### src/rtl/multiplexor_n_a_1_sec.sv
// N-channel registered multiplexer with fixed-select or round-robin grant.
// Every input channel and the output stage use a valid/ready handshake.
// The output stage holds one entry and can drain and reload on the same edge.

// Per-channel accept: a channel is ready only when it holds the grant
// and the output register can take new data.
module multiplexor_n_a_1_sec_lane #(
    parameter int SW  = 2,
    parameter int IDX = 0
) (
    input  logic          rst_n,
    input  logic          load_en,
    input  logic          grant_valid,
    input  logic [SW-1:0] grant,
    output logic          in_ready
);
    assign in_ready = rst_n & load_en & grant_valid & (grant == SW'(IDX));
endmodule

module multiplexor_n_a_1_sec #(
    parameter int WIDTH = 8,
    parameter int N     = 4,
    parameter int SW    = $clog2(N)
) (
    input  logic               clk,
    input  logic               rst_n,
    input  logic [N*WIDTH-1:0] in_data,
    input  logic [N-1:0]       in_valid,
    output logic [N-1:0]       in_ready,
    input  logic               mode,
    input  logic [SW-1:0]      sel,
    output logic [WIDTH-1:0]   out_data,
    output logic [SW-1:0]      out_chan,
    output logic               out_valid,
    input  logic               out_ready
);
    logic             load_en;
    logic             grant_valid;
    logic [SW-1:0]    grant;
    logic [SW-1:0]    ptr;
    logic             xfer;
    logic [WIDTH-1:0] grant_data;
    int               idx;

    assign load_en = ~out_valid | out_ready;

    // Grant: explicit select (out-of-range select never matches) or a
    // round-robin scan starting at ptr.
    always_comb begin
        grant_valid = 1'b0;
        grant       = '0;
        idx         = 0;
        if (!mode) begin
            for (int k = 0; k < N; k++) begin
                if (sel == SW'(k) && in_valid[k]) begin
                    grant_valid = 1'b1;
                    grant       = SW'(k);
                end
            end
        end else begin
            for (int i = 0; i < N; i++) begin
                idx = (int'(ptr) + i) % N;
                if (!grant_valid && in_valid[idx]) begin
                    grant_valid = 1'b1;
                    grant       = SW'(idx);
                end
            end
        end
    end

    assign xfer       = grant_valid & load_en;
    assign grant_data = in_data[int'(grant)*WIDTH +: WIDTH];

    for (genvar k = 0; k < N; k++) begin : g_lane
        multiplexor_n_a_1_sec_lane #(.SW(SW), .IDX(k)) u_lane (
            .rst_n       (rst_n),
            .load_en     (load_en),
            .grant_valid (grant_valid),
            .grant       (grant),
            .in_ready    (in_ready[k])
        );
    end

    // Output register and round-robin pointer; a transfer wins over a drain.
    always_ff @(posedge clk or negedge rst_n) begin
        if (!rst_n) begin
            out_valid <= 1'b0;
            out_data  <= '0;
            out_chan  <= '0;
            ptr       <= '0;
        end else if (xfer) begin
            out_valid <= 1'b1;
            out_data  <= grant_data;
            out_chan  <= grant;
            if (mode)
                ptr <= (grant == SW'(N-1)) ? '0 : grant + 1'b1;
        end else if (out_ready) begin
            out_valid <= 1'b0;
        end
    end
endmodule

### config.mk
export PLATFORM = sky130hd
export DESIGN_NAME = multiplexor_n_a_1_sec
export DESIGN_NICKNAME = d
export VERILOG_FILES = /design/src/rtl/multiplexor_n_a_1_sec.sv
export SDC_FILE = /design/constraint.sdc
export NUM_CORES = 1
export LEC_CHECK = 0
export BUFFER_PORTS_ARGS = -buffer_cell sky130_fd_sc_hd__buf_2
export CORE_MARGIN = 2
export CORE_UTILIZATION = 41
export CTS_CLUSTER_SIZE = 12
export DETAILED_ROUTE_END_ITERATION = 10
export PLACE_DENSITY_LB_ADDON = 0.1
export SYNTH_ARGS = -nofsm -noshare
export SYNTH_HDL_FRONTEND = slang
export SYNTH_SLANG_ARGS = --single-unit
### constraint.sdc
create_clock -name clk -period 2 [get_ports clk]
set_input_delay 0.1 -clock clk [delete_from_list [all_inputs] [get_ports clk]]
set_output_delay 0.1 -clock clk [all_outputs]
set_load 0.005 [all_outputs]
==> Word-level counts from Yosys, hierarchy flattened <==
Index checks and enable logic that the tools add are counted.
{ "op_classes": {"addsub": 4, "order_cmp": 4, "n_eq_ne": 6, "n_shift": 1, "n_mux": 34, "bitwise": 12, "reduce_logical": 17} }
{ "op_table": {"columns": ["op", "n"], "rows": [
  ["$shiftx A32 B6 Y8", 1],
  ["$mux W1", 22],
  ["$mux W2", 8],
  ["$lt A3 B4 Y1 const B", 3],
  ["$bmux W1 S2", 4],
  ["$eq A2 B2 Y1 const B", 4],
  ["$and A1 B1 Y1", 7],
  ["$logic_and A1 B1 Y1", 7],
  ["$reduce_or A2 Y1", 3],
  ["$add A2 B1 Y2 const B", 2],
  ["$add A2 B2 Y2 const B", 2],
  ["$eq A2 B1 Y1 const B", 2],
  ["$logic_not A2 Y1", 2],
  ["$and A1 B1 Y1 const A", 3],
  ["$logic_not A1 Y1", 3],
  ["$lt A2 B3 Y1 const B", 1],
  ["$reduce_and A2 Y1", 1],
  ["$reduce_bool A2 Y1", 1],
  ["$not A1 Y1", 1],
  ["$or A1 B1 Y1", 1]
]} }
{ "word_totals": {"regBits": 13} }

==> Logic depth before layout (Yosys ltp) <==
Gate-level depths: netlist of the first run.
{ "depth": {"depth_word": 19, "ltp_mapped": 10, "depth_no_buf": 6} }

==> By module <==
From an unflattened synthesis of the first run, not the netlist that was laid out.
{ "unflattened": {"cells_unflattened": 142, "hier_area_um2": 1255.0} }
{ "by_module_without_submodules": {"columns": ["mod", "instances", "cells_per_inst", "area_each_um2", "seq_area_each_um2"], "rows": [
  ["multiplexor_n_a_1_sec", 1, 133, 1197.4, 325.3],
  ["multiplexor_n_a_1_sec_lane (g_lane[1].u_lane ...)", 2, 2, 16.3, 0.0],
  ["multiplexor_n_a_1_sec_lane (g_lane[0].u_lane)", 1, 2, 12.5, 0.0],
  ["multiplexor_n_a_1_sec_lane (g_lane[3].u_lane)", 1, 3, 12.5, 0.0]
]} }

==> Worst setup path before layout of the first run <==
Ideal clock, no wire load.
{ "synth_timing": {"path_kind": "reg-to-reg", "start": "register ptr[1]", "end": "register out_data[0]", "setup_time_ps": 123, "arrival_time_ps": 1948, "path_slack_ps": -71, "path_stages_with_launch": 10, "cell_sequence": "dfrtp_1 buf_4 mux2i_1 a221oi_4 or2_1 buf_6 inv_4 buf_6 mux2_4 o221a_1"} }
{ "synth_via": {"elab_chain_cells": 17} }
{ "synth_rtl": {"columns": ["element", "line_no", "source"], "rows": [
  ["start, declared", "40", "logic [SW-1:0] ptr;"],
  ["start signal, assigned", "96", "ptr <= (grant == SW'(N-1)) ? '0 : grant + 1'b1;"],
  ["parallel branches: the longest is 14 deep, another holds $add A2 B1 Y2", null, null],
  ["$mux W2 (*)", "63", "if (!grant_valid && in_valid[idx]) begin"],
  ["$mux W2 (*)", "53", "if (!mode) begin"],
  ["net g_lane[0].u_lane.grant[0]", "14", "input logic [SW-1:0] grant,"],
  ["$shiftx A32 B6 Y8 (*)", "72", "assign grant_data = in_data[int'(grant)*WIDTH +: WIDTH];"],
  ["end signal, assigned", "93", "out_data <= grant_data;"],
  ["end, declared", "32", "output logic [WIDTH-1:0] out_data,"]
]} }
Mark *: on every way through the listed nets, which the timed path passes. The select of a mux whose other input is x is not followed.
A chain may end at the register's enable or synchronous reset.

==> Worst setup path in the final report of the first run <==
{ "layout_timing": {"start": "register ptr[0]", "end": "output port in_ready[0]"} }
{ "layout_via": {"elab_chain_cells": 18} }
{ "layout_rtl": {"columns": ["element", "line_no", "source"], "rows": [
  ["parallel branches: the longest is 17 deep, another holds $add A2 B1 Y2", null, null],
  ["$and A1 B1 Y1 (*)", "17", "assign in_ready = rst_n & load_en & grant_valid & (grant == SW'(IDX));"],
  ["end, declared", "29", "output logic [N-1:0] in_ready,"]
]} }
Every way passes the cells marked *. The select of a mux whose other input is x is not followed.

==> run_results.csv, run 1 <==
group,metric,value,unit
timing,hold_violations,0,
grt,overflow,0,
pwr,switching_share,0.3534,
cells_and_area,final_cell_mix,"buf_2, inv_1, dfrtp_1",
critical_path,cpLargestDelayFamily,"flip-flops",
logic_synthesis,netlist_instances,111,
critical_path,path_max_fanout,7,
critical_path,r2r-end,"out_data[4]$_DFFE_PN0P_",
critical_path,worst-r2r-cell-count,7,
cells_and_area,fin_nets,220,
logic_synthesis,yosysTopAreaCell,"dfrtp_1",
detailed_routing,wirelength,2.953,mm
worst_hold_path,hp-class,"in -> reg",
clock_network,cts_tree,"done",
placed_design,portBuffers,56,
grt,grt_pass1_vias,1112,
logic_synthesis,syn_nets,157,
pwr,comb_power_share,0.526,
floorplan,initial_core_util,0.4410,
logic_synthesis,synth_edf_count,0,
grt,grt_max_degree,18,
placed_design,gp_congestion,0.8278,
critical_path,worstSetupPathType,"reg -> out",
cells_and_area,fillers,235,
clock_network,cts_htree_levels,1,
grt,grt_pass1_wl,4.988,mm
timing,finalSetupViolations,6,
clock_network,cts.clk_slew.worst_paths,0.08,ns
cells_and_area,area_growth,44.59,%
detailed_routing,drc,0,
logic_synthesis,async_flop_share,1.000,
cells_and_area,insertedDiodeCount,0,
cells_and_area,ff_latch_area,327.8,um^2
timing,period_minus_slack,2.132,ns
clock_network,root_buffer,"clkbuf_4",
logic_synthesis,synth_ff_type,"dfrtp_1",
pwr,p_clk_frac,0.130,
critical_path,required,1.90,ns
timing,slew_viol_final,0,
critical_path,crit_buf_inv,2,
grt,grt_util_all_layers,0.1950,
clock_network,cts_buffer_depth,2,
timing,slew_headroom,0.5843,
floorplan,die_y,56.32,um
logic_synthesis,yosys.area_share.simple,0.1026,
logic_synthesis,syn-cell-area,0.001122,mm^2
floorplan,dieArea,0.003172,mm^2
detailed_routing,avgViaCountPerCell,5.458,
critical_path,cpPeakStageDelay,0.48,ns
detailed_routing,drtPass1Iterations,4,
run,cap_violations,0,
detailed_routing,wl_per_cell,14.55,um
cells_and_area,stdcell_count,203,
critical_path,cp-start-kind,"flop",
logic_synthesis,synth-compound-area-share,0.2653,
pwr,ir_drop,0.4149,mV
placed_design,dpl.hpwl,2.136,mm
timing,rsz0062_at_grt,"yes",
worst_hold_path,min-delay-start,"out_ready",
floorplan,ioPinCount,57,
clock_network,cts.sinks,13,
pwr,intPower,0.8240,mW
floorplan,core.rowCount,18,
status,violations,"setup timing",
pwr,p_switching,0.4503,mW
detailed_routing,ant_nets,0,
timing,clock_skew,0.0006027,ns
critical_path,crit_path_top_delay_cell,"dfrtp_2",
floorplan,coreArea,0.002545,mm^2
critical_path,rrSetupSlack,-0.01,ns
critical_path,critical_path.cell_chain,"nor4bb_4, a31oi_1, a311o_1, buf_6, ha_4, and3_4, buf_6",
pwr,power.leakage,0.7856,nW
logic_synthesis,synthMuxAreaShare,0.1806,
timing,fmaxAchievable,0.4691,GHz
logic_synthesis,ys_ff_latch,13,
logic_synthesis,avgSynthCellArea,10.11,um^2
critical_path,endpoint_kind,"output port",
pwr,power_density,785.3,mW/mm^2
logic_synthesis,synth_xor_area_frac,0,
clock_network,clock_latency,0.27,ns
logic_synthesis,netlist_top_cells_area,"dfrtp_1, mux2_4, o221a_1",
worst_hold_path,min_path_cells,2,
worst_hold_path,holdPathEnd,"out_valid$_DFFE_PN0P_",
clock_network,cts_buffers,3,
logic_synthesis,synth_warnings,0,
timing,finalWorstSetupSlack,-0.1319,ns
critical_path,crit_top_cell,"buf_6",
timing,worst_hold_slack,0.009277,ns
grt,grt_antenna_before_repair,0,
cells_and_area,multiInputGateArea,745.7,um^2
cells_and_area,final_common_cell,"buf_2",
detailed_routing,vias,1108,
critical_path,arrival,2.03,ns
timing,tightestPinTransition,0.6235,ns
pwr,seq_power_share,0.344,
logic_synthesis,yosysSeqAreaShare,0.2899,
placed_design,placed_cells,190,
logic_synthesis,yosys.area.top_type_share,0.2899,
status,status,"finished, violations left",
detailed_routing,drt_iter0_markers,18,
logic_synthesis,synth_top_family_by_area,"compound AO/OA/AOI/OAI gates",
timing,final.period_utilization,1.066,
cells_and_area,layout-drive-gt1-share,0.5780,
logic_synthesis,synth_cell_type_count,33,
floorplan,die_w,56.32,um
critical_path,timing.rr.start,"ptr[1]$_DFFE_PN0P_",
logic_synthesis,synthAdderAreaFrac,0.04459,
[cells in the mapped netlist (3+ instances only)]
library cell and count:
a21oi_1 3, and3_1 4, buf_4 5, clkbuf_1 4, dfrtp_1 13, ha_1 4
inv_1 12, mux2_4 7, mux2i_1 3, nand2b_1 3, nor2_1 4, o2111ai_1 8
o21ai_0 10, o221a_1 8
[area by class of cell]
cell class,count,share of cell area
multi-input cells,73,0.4595
clock buffers,4,0.01619
flip-flops and latches,13,0.2020
repair buffers,70,0.2660
well taps,30,0.02313
inverters,13,0.03315
[power by group through the flow]
stage	clock network [mW]	logic [mW]	registers (mW)
after floorplan	0	0.387	0.410
after global placement	0	0.527	0.423
after detailed placement	0	0.539	0.429
after CTS	0.173	0.670	0.435
after global routing	0.183	0.730	0.447
final	0.166	0.670	0.438
[routing by layer]
| metal | share of wire | track usage |
|---|---|---|
| met5 | 0 | 0 |
| met4 | 0.012 | 0.06803 |
| met3 | 0.063 | 0.02995 |
| met2 | 0.48 | 0.3244 |
| met1 | 0.44 | 0.2560 |
[cell families (layout without fill, tap and decap cells)]
logic type | count (synthesis) | in the layout
and+or+nand+nor | 18 | 18
DFF | 13 | 13
AOI/OAI and AO/OA | 36 | 36
muxes | 15 | 15
adders and majority gates | 4 | 4
buffers and inverters | 25 | 87
[stage by stage]
stage | total power, mW | setup TNS (ns) | setup WS, ns | cell area, um^2 | utilization
5_1_grt | 1.360 | -1.413 | -0.2161 | 1623 | 0.6377
4_1_cts | 1.279 | -0.4743 | -0.1318 | 1619 | 0.6362
6_report | 1.274 | -0.4560 | -0.1319 | 1623 | 0.6377
3_3_place_gp | 0.9500 | -0.009804 | -0.009804 | 1405 | 0.5521
3_5_place_dp | 0.9687 | -0.4388 | -0.05966 | 1405 | 0.5521
2_1_floorplan | 0.7969 | -0.3147 | -0.04496 | 1135 | -
[state kept, by name (all words and copies together) (netlist names)]
register   count
out_chan       2
out_data       8
out_valid      1
ptr            2
[repair_timing]
item | CTS | global route
pin swaps | 12 | 1
buffers inserted | 8 | 0
gates resized for setup | 24 | 1
endpoints found under the setup margin | 13 | 13
cloned | 0 | 0
endpoints found under the hold margin | 13 | 0
hold buffers | 1 | 0
[worst max-delay path by stage]
stage / start / end / cells after the start
3_3_place_gp: ptr[1]$_DFFE_PN0P_ / out_data[1]$_DFFE_PN0P_ / 6
2_1_floorplan: ptr[1]$_DFFE_PN0P_ / out_data[0]$_DFFE_PN0P_ / 9
4_1_cts: ptr[1]$_DFFE_PN0P_ / in_ready[0] / 7
5_1_grt: ptr[0]$_DFFE_PN0P_ / in_ready[1] / 7
3_5_place_dp: ptr[0]$_DFFE_PN0P_ / out_data[4]$_DFFE_PN0P_ / 5
6_report: ptr[0]$_DFFE_PN0P_ / in_ready[0] / 7
No activity file was read; power rests on OpenSTA's default activity.
==> inputs of run 2 (changes only) <==
CTS_BUF_LIST = sky130_fd_sc_hd__clkbuf_16   (was unset)
==> run_results.csv, run 2 (synthesis gave the netlist of run 1 again) <==
group,metric,value,unit
timing,slew_viol_final,0,
clock_network,cts.sinks,13,
timing,rsz0062_at_grt,"yes",
status,violations,"setup timing",
clock_network,cts_htree_levels,1,
timing,hold_violations,0,
cells_and_area,multiInputGateArea,758.2,um^2
cells_and_area,reg_top3,"out_data: 8 flops, out_chan: 2 flops, ptr: 2 flops",
placed_design,gp_congestion,0.8278,
cells_and_area,ff_latch_area,327.8,um^2
timing,finalSetupViolations,3,
critical_path,path_max_fanout,6,
timing,tightestPinTransition,0.7523,ns
cells_and_area,fin_nets,218,
cells_and_area,layout-drive-gt1-share,0.5614,
pwr,power_density,901.3,mW/mm^2
floorplan,ioPinCount,57,
detailed_routing,wl_per_cell,15.27,um
cells_and_area,final_cell_mix,"buf_2, inv_1, dfrtp_1",
placed_design,placed_area,0.001405,mm^2
detailed_routing,drc,0,
timing,finalWorstSetupSlack,-0.08308,ns
cells_and_area,final_common_cell,"buf_2",
clock_network,cts_buffers,3,
detailed_routing,wirelength,3.070,mm
pwr,ir_drop,0.5345,mV
placed_design,dpl.hpwl,2.136,mm
run,cap_violations,0,
placed_design,portBuffers,56,
cells_and_area,insertedDiodeCount,0,
floorplan,die_y,56.32,um
floorplan,initial_core_util,0.4410,
grt,grt_pass1_vias,1075,
placed_design,dpl_worst_slack,-0.05966,ns
timing,finalSetupTns,-0.2234,ns
grt,overflow,0,
clock_network,clock_latency,0.24,ns
cells_and_area,fin_area,0.001639,mm^2
pwr,power.leakage,0.7983,nW
worst_hold_path,hp-class,"in -> reg",
critical_path,endpoint_kind,"output port",
timing,clock_skew,0.0005145,ns
detailed_routing,vias,1119,
cells_and_area,stdcell_count,201,
critical_path,arrival,1.98,ns
pwr,p_total,1.477,mW
worst_hold_path,min_path_cells,2,
floorplan,core.rowCount,18,
cells_and_area,area_growth,46.04,%
detailed_routing,drtPass1Iterations,4,
placed_design,placed_cells,190,
detailed_routing,drt_iter0_markers,6,
floorplan,dieArea,0.003172,mm^2
cells_and_area,largest_reg_flops,8,
timing,slew_headroom,0.4985,
timing,final.period_utilization,1.042,
clock_network,cts.clk_slew.worst_paths,0.05,ns
critical_path,worstSetupPathType,"reg -> out",
detailed_routing,ant_nets,0,
critical_path,cp-start-kind,"flop",
cells_and_area,top_register,"out_data",
grt,grt_antenna_before_repair,0,
status,status,"finished, violations left",
critical_path,required,1.90,ns
detailed_routing,avgViaCountPerCell,5.567,
floorplan,die_w,56.32,um
grt,grt_pass1_wl,4.968,mm
floorplan,coreArea,0.002545,mm^2
critical_path,worst-r2r-cell-count,6,
grt,grt_max_degree,18,
clock_network,cts_buffer_depth,2,
timing,fmaxAchievable,0.4801,GHz
grt,grt_util_all_layers,0.1981,
clock_network,root_buffer,"clkbuf_16",
cells_and_area,fillers,226,
clock_network,cts_tree,"done",
timing,period_minus_slack,2.083,ns
## run 2: per-stage QoR
| stage | hold slack, ns | utilization |
|---|---|---|
| 2_1_floorplan | -0.1956 | - |
| 3_3_place_gp | 0.02093 | 0.5521 |
| 3_5_place_dp | 0.03127 | 0.5521 |
| 6_report | 0.05214 | 0.6441 |
| 4_1_cts | 0.05617 | 0.6386 |
| 5_1_grt | 0.08515 | 0.6441 |
## run 2: report_power, final
| group | internal [mW] | switching [mW] | leakage, nW | total, mW |
|---|---|---|---|---|
| Clock | 0.264 | 0.113 | 0.0423 | 0.377 |
| Sequential | 0.355 | 0.0820 | 0.143 | 0.437 |
| Combinational | 0.377 | 0.287 | 0.613 | 0.663 |
## run 2: final cells by class
cell class	instances	share of cell area
flip-flops and latches	13	0.2000
clock buffers	3	0.04580
repair buffers	67	0.2336
clock inverters	1	0.002290
multi-input cells	74	0.4626
inverters	13	0.03282
well taps	30	0.02290
## run 2: path summary, 6_finish.rpt
| kind | slack, ns | start | to |
|---|---|---|---|
| worst max register to register | 0.05 | ptr[1]$_DFFE_PN0P_ | out_data[1]$_DFFE_PN0P_ |
| max in group asynchronous | 1.42 | rst_n | ptr[1]$_DFFE_PN0P_ |
| worst min register to register | 0.52 | out_chan[0]$_DFFE_PN0P_ | out_chan[0]$_DFFE_PN0P_ |
| min in group asynchronous | 0.30 | rst_n | out_chan[0]$_DFFE_PN0P_ |
| worst min-delay path | 0.05 | out_ready | out_valid$_DFFE_PN0P_ |
| worst max-delay path | -0.08 | ptr[1]$_DFFE_PN0P_ | in_ready[0] |
## run 2: critical path: stages, from the launching register on
cell	delay, ns
dfrtp_2	0.46
nor4bb_4	0.18
o21a_1	0.17
a311o_1	0.37
buf_6	0.16
ha_4	0.14
and3_4	0.16
buf_6	0.11
## run 2: repair_timing
item,CTS,global route
cloned,0,1
gates resized for setup,20,2
endpoints found under the hold margin,13,0
pin swaps,6,2
hold buffers,1,0
buffers inserted,5,1
endpoints found under the setup margin,13,6
## run 2: layer usage
metal / vias to the layer above / track usage / routed length (um)
li1: 542 / - / -
met1: 527 / 0.2582 / 1366
met2: 46 / 0.3328 / 1483
met3: 4 / 0.03456 / 185
met4: 0 / 0.06122 / 34
met5: - / 0 / 0
